--- src/rtl/fetch_pkg.sv ---
// Shared types for the instruction-fetch stage: FSM states, word width and
// the {pc, instr} entry stored in the instruction buffer.
package fetch_pkg;

    localparam int XLEN = 32;

    typedef enum logic {
        FETCH = 1'b0,
        DRAIN = 1'b1
    } fetch_state_t;

    typedef struct packed {
        logic [XLEN-1:0] pc;
        logic [XLEN-1:0] instr;
    } fetch_entry_t;

endpackage

--- src/rtl/sync_fifo.sv ---
// Small first-word-fall-through FIFO. The head entry is visible on rdata_o
// whenever the FIFO is non-empty and reads as zero when empty, so consumers
// see clean outputs straight out of reset. clr_i empties it in one cycle and
// wins over a simultaneous push or pop.
module sync_fifo #(
    parameter int WIDTH = 32,
    parameter int DEPTH = 2,
    localparam int AW = (DEPTH > 1) ? $clog2(DEPTH) : 1,
    localparam int CW = $clog2(DEPTH + 1)
) (
    input  logic             clk,
    input  logic             reset,
    input  logic             clr_i,
    input  logic             push_i,
    input  logic [WIDTH-1:0] wdata_i,
    input  logic             pop_i,
    output logic [WIDTH-1:0] rdata_o,
    output logic             full_o,
    output logic             empty_o,
    output logic [CW-1:0]    count_o
);

    logic [WIDTH-1:0] mem_q [DEPTH];
    logic [AW-1:0]    wr_ptr_q;
    logic [AW-1:0]    rd_ptr_q;
    logic [CW-1:0]    count_q;
    logic             do_push;
    logic             do_pop;

    function automatic logic [AW-1:0] ptr_inc(input logic [AW-1:0] p);
        return (p == AW'(DEPTH - 1)) ? '0 : p + 1'b1;
    endfunction

    assign empty_o = (count_q == '0);
    assign full_o  = (count_q == CW'(DEPTH));
    assign count_o = count_q;
    assign do_pop  = pop_i && !empty_o;
    // A push into a full FIFO is accepted only when the head leaves in the same cycle.
    assign do_push = push_i && (!full_o || do_pop);
    assign rdata_o = empty_o ? '0 : mem_q[rd_ptr_q];

    // Pointer and occupancy bookkeeping.
    always_ff @(posedge clk or posedge reset) begin
        if (reset) begin
            wr_ptr_q <= '0;
            rd_ptr_q <= '0;
            count_q  <= '0;
        end else if (clr_i) begin
            wr_ptr_q <= '0;
            rd_ptr_q <= '0;
            count_q  <= '0;
        end else begin
            if (do_push) wr_ptr_q <= ptr_inc(wr_ptr_q);
            if (do_pop)  rd_ptr_q <= ptr_inc(rd_ptr_q);
            if (do_push && !do_pop)
                count_q <= count_q + 1'b1;
            else if (!do_push && do_pop)
                count_q <= count_q - 1'b1;
        end
    end

    // Entry storage; contents never need resetting because empty masks the output.
    always_ff @(posedge clk) begin
        if (do_push && !clr_i) mem_q[wr_ptr_q] <= wdata_i;
    end

endmodule

--- src/rtl/instr_fetch.sv ---
// Instruction-fetch stage. Requests are issued at the current PC while the
// sum of outstanding requests and buffered instructions stays below DEPTH,
// which guarantees every returning response has a buffer slot. Responses
// come back in order without tags, so an address queue pairs each response
// with its PC. A flush empties both queues and, if requests are still in
// flight, enters DRAIN to swallow their stale responses.
module instr_fetch
    import fetch_pkg::*;
#(
    parameter int DEPTH = 2
) (
    input  logic            clk,
    input  logic            reset,
    input  logic [XLEN-1:0] pc,
    output logic            stall,
    input  logic            flush,
    output logic            imem_req_valid,
    output logic [XLEN-1:0] imem_req_addr,
    input  logic            imem_req_ready,
    input  logic            imem_rsp_valid,
    input  logic [XLEN-1:0] imem_rsp_data,
    output logic            if_valid,
    output logic [XLEN-1:0] if_instr,
    output logic [XLEN-1:0] if_pc,
    input  logic            if_ready
);

    localparam int CW = $clog2(DEPTH + 1);

    fetch_state_t  state_q, state_d;
    logic [CW-1:0] outstanding_q, outstanding_d;
    logic [CW-1:0] drop_cnt_q, drop_cnt_d;

    logic            credit_ok;
    logic            fire;
    logic            rsp_accept;
    logic            consume;

    logic [XLEN-1:0] addr_head;
    logic            aq_full;
    logic            aq_empty;
    logic [CW-1:0]   aq_count;

    fetch_entry_t    buf_wdata;
    fetch_entry_t    buf_head;
    logic            buf_full;
    logic            buf_empty;
    logic [CW-1:0]   buf_count;

    assign credit_ok      = ({1'b0, outstanding_q} + {1'b0, buf_count}) < (CW + 1)'(DEPTH);
    assign imem_req_valid = !reset && (state_q == FETCH) && !flush && credit_ok;
    assign imem_req_addr  = pc;
    assign fire           = imem_req_valid && imem_req_ready;
    // The PC stage only advances on an accepted request.
    assign stall          = !fire;

    // Responses in DRAIN or coinciding with a flush belong to the old path.
    assign rsp_accept     = imem_rsp_valid && (state_q == FETCH) && !flush;

    assign buf_wdata.pc    = addr_head;
    assign buf_wdata.instr = imem_rsp_data;

    assign if_valid = !buf_empty;
    assign if_pc    = buf_head.pc;
    assign if_instr = buf_head.instr;
    assign consume  = if_valid && if_ready;

    sync_fifo #(
        .WIDTH (XLEN),
        .DEPTH (DEPTH)
    ) u_addr_q (
        .clk     (clk),
        .reset   (reset),
        .clr_i   (flush),
        .push_i  (fire),
        .wdata_i (pc),
        .pop_i   (rsp_accept),
        .rdata_o (addr_head),
        .full_o  (aq_full),
        .empty_o (aq_empty),
        .count_o (aq_count)
    );

    sync_fifo #(
        .WIDTH ($bits(fetch_entry_t)),
        .DEPTH (DEPTH)
    ) u_ibuf (
        .clk     (clk),
        .reset   (reset),
        .clr_i   (flush),
        .push_i  (rsp_accept),
        .wdata_i (buf_wdata),
        .pop_i   (consume),
        .rdata_o (buf_head),
        .full_o  (buf_full),
        .empty_o (buf_empty),
        .count_o (buf_count)
    );

    // Next-state for the in-flight counter, the drop counter and the FSM.
    always_comb begin
        outstanding_d = outstanding_q;
        if (fire && !imem_rsp_valid)
            outstanding_d = outstanding_q + 1'b1;
        else if (!fire && imem_rsp_valid && (outstanding_q != '0))
            outstanding_d = outstanding_q - 1'b1;

        state_d    = state_q;
        drop_cnt_d = drop_cnt_q;
        case (state_q)
            FETCH: begin
                // Everything still in flight after this cycle must be discarded.
                if (flush) begin
                    drop_cnt_d = outstanding_d;
                    state_d    = (outstanding_d != '0) ? DRAIN : FETCH;
                end
            end
            DRAIN: begin
                // A flush here adds nothing: no requests were issued since the last one.
                if (imem_rsp_valid && (drop_cnt_q != '0))
                    drop_cnt_d = drop_cnt_q - 1'b1;
                state_d = (drop_cnt_d != '0) ? DRAIN : FETCH;
            end
        endcase
    end

    // FSM and counter registers.
    always_ff @(posedge clk or posedge reset) begin
        if (reset) begin
            state_q       <= FETCH;
            outstanding_q <= '0;
            drop_cnt_q    <= '0;
        end else begin
            state_q       <= state_d;
            outstanding_q <= outstanding_d;
            drop_cnt_q    <= drop_cnt_d;
        end
    end

    // Invariants that the credit rule is supposed to make impossible to violate.
    always @(posedge clk) begin
        if (!reset) begin
            if (rsp_accept) assert (!buf_full);
            if (rsp_accept) assert (!aq_empty);
            if (fire)       assert (!aq_full);
            if (state_q == FETCH) assert (aq_count == outstanding_q);
        end
    end

endmodule

--- config.mk ---
export PLATFORM = sky130hd
export DESIGN_NAME = instr_fetch
export DESIGN_NICKNAME = d
export VERILOG_FILES = /design/src/rtl/fetch_pkg.sv /design/src/rtl/sync_fifo.sv /design/src/rtl/instr_fetch.sv
export SDC_FILE = /design/constraint.sdc
export NUM_CORES = 1
export LEC_CHECK = 0
export BUFFER_PORTS_ARGS = -buffer_cell sky130_fd_sc_hd__buf_2
export CORE_UTILIZATION = 35
export DETAILED_ROUTE_END_ITERATION = 10
export GPL_TIMING_DRIVEN = 0
export PLACE_DENSITY = 0.63
export SYNTH_ARGS = -nofsm -noshare
export SYNTH_HDL_FRONTEND = slang
export SYNTH_SLANG_ARGS = --single-unit
--- constraint.sdc ---
create_clock -name clk -period 16.9 [get_ports clk]
set_clock_uncertainty 0.2 [all_clocks]
set_input_delay 0.845 -clock clk [delete_from_list [all_inputs] [get_ports clk]]
set_output_delay 0.845 -clock clk [all_outputs]
set_load 0.03 [all_outputs]
==> results.py <==
metrics = {
    "outcome": {
        "outcome": "finished, final reports clean",
    },
    "worst_setup_path": {
        "worstPathCellList": "nor2_1, clkbuf_1, clkbuf_1, nor2_1, buf_2",
        "crit_family": "buffers and inverters",
        "path_class": "reg2out",
        "crit_fanout": 10,
        "critPathMaxStageDelay_ns": 0.54,
        "reg2reg_to": "u_addr_q.mem_q[1][15]$_DFFE_PP_",
        "arrival_ns": 2.47,
        "r2r_slack_ns": 13.86,
        "crit_start": "u_ibuf.count_o[1]$_DFFE_PP0P_",
        "crit_slowest_cell": "clkbuf_1",
        "r2r-start": "u_ibuf.count_o[0]$_DFFE_PP0P_",
        "crit_path_start_kind": "flop",
        "r2r_cells": 6,
        "path_depth": 5,
        "worstSetupEndpointType": "output pin",
        "cp_num_buf_inv": 3,
        "cp.required_ns": 15.85,
        "endpoint": "if_pc[8]",
    },
    "global_route": {
        "grt_pass1_vias": 4627,
        "met2_usage": 0.239,
        "busiest_layer": "met2",
        "grt_use_met1": 0.164,
        "grt_start_max_net_pins": 21,
        "gr-usage-all-layers": 0.134,
        "grt_pass1_wl_mm": 24.9,
        "antenna_found_initial": 0,
        "met3_usage": 0.0219,
        "grt-ovfl-total": 0,
    },
    "final_layout": {
        "final_cell_mix": "192 x edfxtp_1, 178 x buf_2, 105 x nor2_1",
        "final_common_cell": "edfxtp_1",
        "diodes": 0,
        "final_area_um2": 10500,
        "multi_input_area_um2": 1890,
        "utilization": 0.447,
        "drive_above_1_share": 0.358,
        "register_area_um2": 6090,
        "fillers": 2115,
        "nets": 821,
        "area_growth_pct": 25.5,
    },
    "synthesis": {
        "syn_nets": 612,
        "synth_cell_types": 44,
        "synth_edf_count": 192,
        "yosysTopAreaCellShare": 0.690,
        "syn_area_um2": 8360,
        "synthArstFlopShare": 0.0634,
        "yosysWarningCount": 0,
        "synth_seq_cells": 205,
        "synth_top_area_cell": "edfxtp_1",
        "synthTopCellsByArea": "edfxtp_1 69%, mux2i_1 12%, nor2_1 4.8%, dfrtp_1 3.9%, buf_4 2.9%",
        "seq_area_frac_synth": 0.729,
        "ys.flop_type": "edfxtp_1",
        "syn_avg_cell_area_um2": 15.5,
        "syn_inst": 539,
    },
    "route": {
        "dr.pass1.iters": 4,
        "routed_wl_mm": 16.7,
        "ant_nets": 0,
        "route.vias.total": 4827,
        "wire_per_inst_um": 15.4,
        "drt_iter0_markers": 214,
        "drc": 0,
        "routed_via_density": 4.47,
    },
    "sta": {
        "fin_hold_ws_ns": 0.227,
        "hold_viol": 0,
        "maxSlewViolCount": 0,
        "min_period_ns": 3.52,
        "finalSetupTns_ns": 0,
        "fmax_mhz": 284,
        "setup_viol": 0,
        "worst_pin_slew_ns": 0.897,
        "rsz0062_at_grt": "false",
        "fin_crit_sh": 0.208,
        "slew_headroom": 0.399,
    },
    "placement": {
        "gp_routability_congestion": 0.772,
        "hpwlAfterDp_mm": 11.9,
        "port_buffers": 168,
        "dpl_cell_area_um2": 9830,
    },
    "clock_tree": {
        "clk_pin_slew_worst_paths_ns": 0.06,
        "htree_levels": 1,
        "cts_made_buffers": 23,
        "clk_latency_ns": 0.51,
        "cts_resized": 0,
        "clkSinkCount": 205,
        "post_cts_buffers": 0,
        "cts_hold_buf": 0,
        "cts_tree": "built",
        "clockBufferDepth": 3,
        "cts_root_buffer": "clkbuf_16",
    },
    "min_path": {
        "hp-class": "in2async",
    },
    "die": {
        "core-area_um2": 23500,
        "dieArea_um2": 24500,
        "start_util": 0.356,
        "dieWidth_um": 157,
        "num_io_pins": 169,
        "dieHeight_um": 157,
        "row_count": 56,
    },
    "pwr": {
        "vdd_drop_max_mv": 0.0696,
        "p_leak_nw": 3.98,
        "powerDensity_nw_per_um2": 128,
    },
    "run": {
        "drv_cap": 0,
    },
}
[routing by layer]
| metal | wire (µm) | part of all wire | vias to the layer above |
|---|---|---|---|
| met2 | 8340 | 0.50 | 125 |
| met5 | 0 | 0 | - |
| met4 | 387 | 0.023 | 0 |
| met1 | 7200 | 0.43 | 2316 |
| li1 | - | - | 2361 |
| met3 | 732 | 0.044 | 25 |
[cells in the mapped netlist, drive strengths merged, types with 2 or more instances]
| cell type | count |
|---|---|
| inv | 11 |
| and3 | 2 |
| nor3b | 3 |
| clkbuf | 9 |
| xnor2 | 3 |
| a31oi | 5 |
| nor4 | 2 |
| xor2 | 2 |
| o21ai | 3 |
| dfrtp | 13 |
| or3 | 2 |
| nand2b | 6 |
| nor2 | 107 |
| mux2i | 98 |
| a21oi | 6 |
| ha | 2 |
| buf | 48 |
| edfxtp | 192 |
| nor3 | 4 |
| nand2 | 5 |
[registers in the layout, indices dropped and copies added, names as in the netlist]
signal and flops:
u_ibuf.count_o 2, u_ibuf.mem_q 128, u_addr_q.rd_ptr_q 1, u_addr_q.count_o 2
u_ibuf.rd_ptr_q 1, outstanding_q 2, drop_cnt_q 2, u_addr_q.mem_q 64
state_q 1, u_addr_q.wr_ptr_q 1, u_ibuf.wr_ptr_q 1
[worst reg2reg max path: stages (launching register included)]
cell and delay [ns]:
dfrtp_1 0.44, and2_1 0.18, fa_1 0.45, nor3b_4 0.39, o211ai_1 0.33, nor2_4 0.51
buf_16 0.23
[per-stage QoR]
stage          worst slack, ns  total power, mW  instances
4_1_cts                  13.24             1.36       1081
6_report                 13.38             1.35       1081
5_1_grt                  13.13             1.40       1081
3_3_place_gp              6.41            0.916       1026
3_5_place_dp             13.35            0.922       1042
2_1_floorplan            10.08            0.828        539
[how the worst min path moves through the flow]
stage,endpoint,cells past startpoint
global placement,outstanding_q[0]$_DFF_PP0_,1
CTS,state_q$_DFF_PP0_,2
global route,state_q$_DFF_PP0_,2
floorplan,outstanding_q[0]$_DFF_PP0_,1
detailed placement,outstanding_q[0]$_DFF_PP0_,1
finish,state_q$_DFF_PP0_,2
[logic make-up (layout without fill, tap and decap cells)]
group,Yosys count,count (layout),synth area share
flip-flops,205,205,0.729
adder cells (fa/ha/maj),3,3,0.00539
AND/OR/NAND/NOR,136,136,0.0738
buffers and inverters,68,291,0.0482
AO/OA/AOI/OAI,23,23,0.0202
multiplexers,99,99,0.119
XOR/XNOR,5,5,0.00524
[cell type report]
cell class / instances / area share
Clock inverter: 13 / 0.00751
Sequential cell: 205 / 0.580
Inverter: 11 / 0.00393
Clock buffer: 26 / 0.0559
Tap cell: 319 / 0.0380
Multi-Input combinational cell: 266 / 0.180
Buffer: 57 / 0.0344
Timing Repair Buffer: 184 / 0.0997
[power by group]
| group | internal [mW] | leakage [nW] | switching, mW | total, mW |
|---|---|---|---|---|
| sequential | 0.596 | 1.96 | 0.0130 | 0.609 |
| clock | 0.249 | 0.322 | 0.190 | 0.440 |
| combinational | 0.102 | 1.70 | 0.195 | 0.297 |
| total | 0.948 | 3.98 | 0.398 | 1.35 |
Power figures use the tool's default switching activity.
